<file path="src/rtl/uart_rx.sv">
// uart_rx: 8N1 serial receiver, LSB first.
// The input line is synchronised, each frame is found by its start-bit falling
// edge, and every bit is sampled at mid-period by an internal baud counter.
// A good byte is presented on rx_data with a one-cycle recv_flag strobe; a low
// stop bit produces a one-cycle frame_err strobe and leaves rx_data untouched.
module uart_rx #(
  parameter int CLK_FREQ = 50_000_000,
  parameter int BAUD     = 115200
) (
  input  logic       clk,
  input  logic       rst_n,
  input  logic       ttl_rx_i,
  output logic [7:0] rx_data,
  output logic       recv_flag,
  output logic       frame_err,
  output logic       busy
);

  localparam int BIT_CNT = CLK_FREQ / BAUD;
  localparam int HALF    = BIT_CNT / 2;
  localparam int CW      = $clog2(BIT_CNT);

  localparam logic [CW-1:0] CNT_HALF = CW'(HALF - 1);
  localparam logic [CW-1:0] CNT_LAST = CW'(BIT_CNT - 1);

  typedef enum logic [1:0] {
    IDLE,
    START,
    DATA,
    STOP
  } state_t;

  state_t        state;
  state_t        next_state;

  logic          rx_m;
  logic          rx_s;
  logic          rx_d;
  logic          fall;

  logic [CW-1:0] cnt;
  logic [2:0]    idx;
  logic [7:0]    shift;

  logic          cnt_clr;
  logic          cnt_inc;
  logic          idx_clr;
  logic          shift_en;
  logic          done_ok;
  logic          done_err;

  // Two-flop synchroniser plus one delay stage for falling-edge detection.
  // All reset to 1 so a line held low at reset release looks like a start edge.
  always_ff @(posedge clk or negedge rst_n) begin
    if (!rst_n) begin
      rx_m <= 1'b1;
      rx_s <= 1'b1;
      rx_d <= 1'b1;
    end else begin
      rx_m <= ttl_rx_i;
      rx_s <= rx_m;
      rx_d <= rx_s;
    end
  end

  assign fall = rx_d & ~rx_s;

  // FSM state register.
  always_ff @(posedge clk or negedge rst_n) begin
    if (!rst_n) begin
      state <= IDLE;
    end else begin
      state <= next_state;
    end
  end

  // Next-state logic and datapath controls.
  always_comb begin
    next_state = state;
    cnt_clr    = 1'b0;
    cnt_inc    = 1'b0;
    idx_clr    = 1'b0;
    shift_en   = 1'b0;
    done_ok    = 1'b0;
    done_err   = 1'b0;
    unique case (state)
      IDLE: begin
        if (fall) begin
          next_state = START;
          cnt_clr    = 1'b1;
          idx_clr    = 1'b1;
        end
      end
      START: begin
        if (cnt == CNT_HALF) begin
          cnt_clr = 1'b1;
          if (rx_s) begin
            next_state = IDLE;
          end else begin
            next_state = DATA;
          end
        end else begin
          cnt_inc = 1'b1;
        end
      end
      DATA: begin
        if (cnt == CNT_LAST) begin
          cnt_clr  = 1'b1;
          shift_en = 1'b1;
          if (idx == 3'd7) begin
            next_state = STOP;
          end
        end else begin
          cnt_inc = 1'b1;
        end
      end
      STOP: begin
        if (cnt == CNT_LAST) begin
          cnt_clr    = 1'b1;
          next_state = IDLE;
          if (rx_s) begin
            done_ok = 1'b1;
          end else begin
            done_err = 1'b1;
          end
        end else begin
          cnt_inc = 1'b1;
        end
      end
      default: begin
        next_state = IDLE;
      end
    endcase
  end

  // Baud counter and bit index.
  always_ff @(posedge clk or negedge rst_n) begin
    if (!rst_n) begin
      cnt <= '0;
      idx <= '0;
    end else begin
      if (cnt_clr) begin
        cnt <= '0;
      end else if (cnt_inc) begin
        cnt <= cnt + 1'b1;
      end
      if (idx_clr) begin
        idx <= '0;
      end else if (shift_en) begin
        idx <= idx + 3'd1;
      end
    end
  end

  // Data shift register, LSB first.
  always_ff @(posedge clk or negedge rst_n) begin
    if (!rst_n) begin
      shift <= '0;
    end else if (shift_en) begin
      shift[idx] <= rx_s;
    end
  end

  // Result register and one-cycle strobes.
  always_ff @(posedge clk or negedge rst_n) begin
    if (!rst_n) begin
      rx_data   <= '0;
      recv_flag <= 1'b0;
      frame_err <= 1'b0;
    end else begin
      recv_flag <= done_ok;
      frame_err <= done_err;
      if (done_ok) begin
        rx_data <= shift;
      end
    end
  end

  assign busy = (state != IDLE);

endmodule

</file>
<file path="config.mk">
export PLATFORM = sky130hd
export DESIGN_NAME = uart_rx
export DESIGN_NICKNAME = d
export VERILOG_FILES = /design/src/rtl/uart_rx.sv
export SDC_FILE = /design/constraint.sdc
export NUM_CORES = 1
export LEC_CHECK = 0
export ABC_AREA = 1
export ABC_CLOCK_PERIOD_IN_PS = 1900
export BUFFER_PORTS_ARGS = -buffer_cell sky130_fd_sc_hd__buf_2
export CAP_MARGIN = 20
export CORE_MARGIN = 2
export CORE_UTILIZATION = 41
export DETAILED_ROUTE_END_ITERATION = 12
export GPL_TIMING_DRIVEN = 0
export PLACE_DENSITY_LB_ADDON = 0.2
export SLEW_MARGIN = 30
export SYNTH_ARGS = -nofsm -noshare
export SYNTH_HDL_FRONTEND = slang
export SYNTH_SLANG_ARGS = --single-unit
</file>
<file path="constraint.sdc">
create_clock -name clk -period 1.9 [get_ports clk]
set_input_delay 0.19 -clock clk [delete_from_list [all_inputs] [get_ports clk]]
set_output_delay 0.19 -clock clk [all_outputs]
set_load 0.1 [all_outputs]
</file>
# == After elaboration in Yosys (flattened, before gate mapping) ==
# Cells that the tools add are included.
# word_totals
regBits,35
input_bits,3
out_inout_bits,11
word_cells,63
# op_classes
n_addsub,2
magnitude_cmp,2
eq_ne,11
mux,29
bitwise,2
n_reduce_logical,7
# op_table
cell,n
9-bit two-way mux,2
1-bit two-way mux,14
2-bit two-way mux,6
"2-bit inequality test, second input constant",5
"9-bit by 1-bit adder with 9-bit output, second input constant",1
"9-bit by 8-bit == test with 1-bit output, second input constant",1
"9-bit == test, second input constant",1
8-bit bitwise mux,1
2-bit one-hot mux with 4 select lines,1
3-bit two-way mux,2
2-bit nonzero test,3
5-bit AND reduction,1
"2-bit == test, second input constant",2
"3-bit by 4-bit less-than comparator with 1-bit output, second input constant",1
"3-bit by 1-bit adder with 3-bit output, second input constant",1
1-bit demux with 3-bit select,1
"3-bit == test, second input constant",1
"3-bit by 1-bit greater-or-equal comparator with 1-bit output, second input constant",1
1-bit one-hot mux with 3 select lines,1
"2-bit by 1-bit == test with 1-bit output, second input constant",1
2-bit zero test,1
1-bit one-hot mux with 2 select lines,1
2-bit OR reduction,1
1-bit bitwise AND,1
other kinds (2),2

# == Depth between registers and ports, before layout ==
# logic_depth
word_depth,5
mapped_depth,12
mapped_depth_nobuf,11

# == Least setup slack after synthesis ==
# OpenSTA, ideal clock, no wires.
# synth_path
kind,reg2reg
start,register state[0]
end,register cnt[4]
setup_ns,0.126
arrival_ns,1.904
required_ns,1.774
setup_slack_ns,-0.131
path_stages_with_launch,8
synth_period_minus_slack_ns,2.031
path_cell_list,dfrtp_1 > inv_1 > nand2_1 > a21oi_1 > inv_1 > buf_2 > nand4_1 > o21ai_0
# synth_via
elab_chain_len,4
# synth_rtl
item,line_no,text
from (decl),33,state_t state;
from (signal assigned),73,state <= next_state;
2-bit == test,86,unique case (state)
2-bit OR reduction (no line),--,
1-bit one-hot mux with 3 select lines or 1-bit one-hot mux with 2 select lines (tied branches),86,
9-bit two-way mux or 2-bit nonzero test (tied branches),--,
to (signal assigned),145,cnt <= cnt + 1'b1;
to (decl),41,logic [CW-1:0] cnt;
# Parallel ways exist; a longest one is shown, timed or not.
# A chain may end at the register's enable or synchronous reset.

# == Final worst setup path ==
# layout_path
start,register cnt[1]
end,register shift[2]
# layout_via
elab_chain_len,3
# layout_rtl
item,line_no,text
9-bit == test,107,if (cnt == CNT_LAST) begin
1-bit two-way mux,107,
1-bit two-way mux,86,
"to (signal, indexed assignment)",160,shift[idx] <= rx_s;
to (decl),43,logic [7:0] shift;
# Every way passes these cells.

==> summary.md <==
| Metric | Value |
|---|---|
| Syn-to-layout area delta | `13.3%` |
| Vias in the first global route | `1135` |
| Post-Synth Adder-Cell Area | `3.71%` |
| Total GRT Usage | `15.5%` |
| First-pass GRT wire length | `5.20 mm` |
| Initial antenna violation count | `0` |
| Critical path class | `reg2reg` |
| Core box area | `3970 um^2` |
| Failing checks | `negative hold slack` |
| Total power | `0.00185 W` |
| Root Buffer | `clkbuf_8` |
| Worst Reg-to-Reg Cells | `12` |
| Initial Util | `42.5%` |
| Fin area | `1910 um^2` |
| Die width | `68.2 um` |
| Buffers added on ports | `13` |
| Critical path capture point type | `register` |
| Clk slew on worst S/H paths | `0.07 ns` |
| CTS sink count | `35` |
| Fmax | `614 MHz` |
| FF+latch count, synth | `35` |
| Post-Route Utilization | `48.2%` |
| Cell Pwr Density | `967 nW/um^2` |
| Grt total ovfl | `0` |
| CTS HTree Levels | `2` |
| Ys Warns | `0` |
| WHS | `-0.0262 ns` |
| Post-Syn Nets | `215` |
| CTS Buf Count | `5` |
| Max Slew Vio Count | `0` |
| Post-layout min period | `1.63 ns` |
| Post-synthesis xor/xnor area fraction | `0.519%` |
| 1st-iter DRT viols | `61` |
| Die area | `4650 um^2` |
| Critical Path Fanout Max | `10` |
| Worst-Margin Slew | `0.758 ns` |
| Synthesized cell area | `1690 um^2` |
| Fin crit share | `85.7%` |
| Mapped Cells | `207` |
| Unrepaired setup endpoints after global routing | `false` |
| Final setup violation count | `0` |
| DRT Pass-1 Iters | `4` |
| Leakage | `1.01 nW` |
| Nets | `236` |
| Commonest non-fill, non-tap cell in the layout | `nand2_1` |
| Setup_tns | `0 ns` |
| Final WS setup | `0.271 ns` |
| Post-synthesis simple-gate area fraction | `30.4%` |
| Worst EP arrival | `1.78 ns` |
| Post-synthesis compound-gate area fraction | `6.52%` |
| Synth unique cells | `22` |
| Post-CTS sizing | `0` |
| Mux share of post-synthesis cell area | `0%` |
| DR WL/cell | `11.1 um` |
| Sequential fraction of the synthesis area | `52.1%` |
| Residual DRC | `0` |
| Hpwl dp | `2.20 mm` |
| Most frequent cells in the layout | `nand2_1, dfrtp_1, inv_1` |
| WP data required | `2.05 ns` |
| Slew HR | `49.5%` |
| Clock Skews | `0.00814 ns` |
| Post-Synthesis Mean Instance Area | `8.15 um^2` |
| Ant. Diodes | `0` |
| DIE HEIGHT | `68.2 um` |
| Drt total wl | `3.10 mm` |
| FP Rows | `23` |
| Pre-CTS setup slack | `0.239 ns` |
| CTS tree | `done` |
| Largest family of logic cells by synthesized area | `simple AND/OR/NAND/NOR gates` |
| Maximum VDD drop | `0.502 mV` |
| Worst min path class | `in2async` |
| Vias | `1319` |
| Status | `finished, violations left` |
| Final Hold Viols | `32` |
| Placed Area | `1820 um^2` |
| Critical path startpoint category | `register` |
| Gpl congestion | `0.815` |
| Io pins | `14` |
| Max-cap violations | `0` |
| Share of cells above drive strength 1 | `17.5%` |
| Final ANT Viol Nets | `0` |
| Via density | `4.73` |
| Worst-Skew Late Latency | `0.29 ns` |
| Clock Path Buffers | `2` |
| Largest net degree at the start of global routing | `36` |
[timing repair]
action	4_1_cts	5_1_grt
endpoints found under the setup margin	0	0
endpoints found under the hold margin	1	0
setup buffers	0	0
hold buffers	1	0
[sequential cells by signal (all words and copies together), names as in the netlist, named ones only]
name and flops:
recv_flag 1, idx 3, rx_m 1, shift 8
rx_d 1, rx_data 8, cnt 9, rx_s 1
frame_err 1, state 1
[worst paths after layout]
check                        from         end  slack (ns)
max in group asynchronous   rst_n    shift[7]        1.45
hold reg to reg              rx_m        rx_s        0.36
setup reg to reg           cnt[1]    shift[2]        0.27
min in group clk             rx_m        rx_s        0.36
setup / recovery           cnt[1]    shift[2]        0.27
hold / removal              rst_n  rx_data[6]       -0.03
[cells in the mapped netlist]
cell | number | area share (%)
nand2_1 | 68 | 15
dfrtp_1 | 32 | 47
inv_1 | 20 | 4.4
nand3_1 | 17 | 5.0
o21ai_0 | 12 | 3.6
nor2_1 | 11 | 2.4
nand4_1 | 9 | 3.3
o21ai_1 | 7 | 2.1
ha_1 | 5 | 3.7
inv_2 | 5 | 1.1
a21oi_1 | 3 | 0.89
dfstp_2 | 3 | 4.7
nand2_2 | 3 | 1.1
or2_2 | 3 | 1.1
nor3_1 | 2 | 0.59
buf_2 | 1 | 0.30
buf_6 | 1 | 0.67
clkbuf_1 | 1 | 0.22
nand3_2 | 1 | 0.59
nor2_2 | 1 | 0.37
nor2_4 | 1 | 0.67
xor2_1 | 1 | 0.52
[cell families after synthesis]
family	Yosys count
compound gates	22
flops	35
simple gates	116
buf+inv	28
xor+xnor	1
fa+ha+maj	5
[area by class of cell]
| class | instances | area [um^2] |
|---|---|---|
| fillers | 404 | 2060 |
| flip-flops and latches | 35 | 880 |
| multi-input cells | 144 | 697 |
| inverters | 25 | 93.8 |
| repair buffers | 14 | 75.1 |
| clock buffers | 6 | 72.6 |
| well taps | 50 | 62.6 |
| plain buffers | 3 | 20.0 |
| clock inverters | 2 | 12.5 |
[power by group]
part	switching [W]	internal, W	total, W
clock network	0.000261	0.000256	0.000517
registers	0.0000716	0.000804	0.000875
logic	0.000328	0.000130	0.000458
total	0.000661	0.00119	0.00185
[worst max-delay path, stage by stage (launching register included)]
cell     delay, ns
dfrtp_1       0.41
inv_1         0.10
ha_1          0.15
nand2_1       0.06
nor2_2        0.13
nand2_2       0.09
inv_2         0.07
nand2_2       0.06
inv_2         0.06
buf_6         0.12
nand3_1       0.10
nand2_1       0.08
o21ai_1       0.06
[layer usage]
layer	GRT usage, %	part of all wire, %
met3	4.93	5.3
met5	0	0
met2	21.6	41
met1	21.9	52
met4	6.75	2.0
[through the flow]
stage | cells | hold slack, ns
after floorplan | 207 | -0.106
after global placement | 270 | 0.296
after detailed placement | 270 | 0.297
after CTS | 279 | 0.00377
after global routing | 279 | 0.0497
final | 279 | -0.0262
No activity file was read; power rests on OpenSTA's default activity.
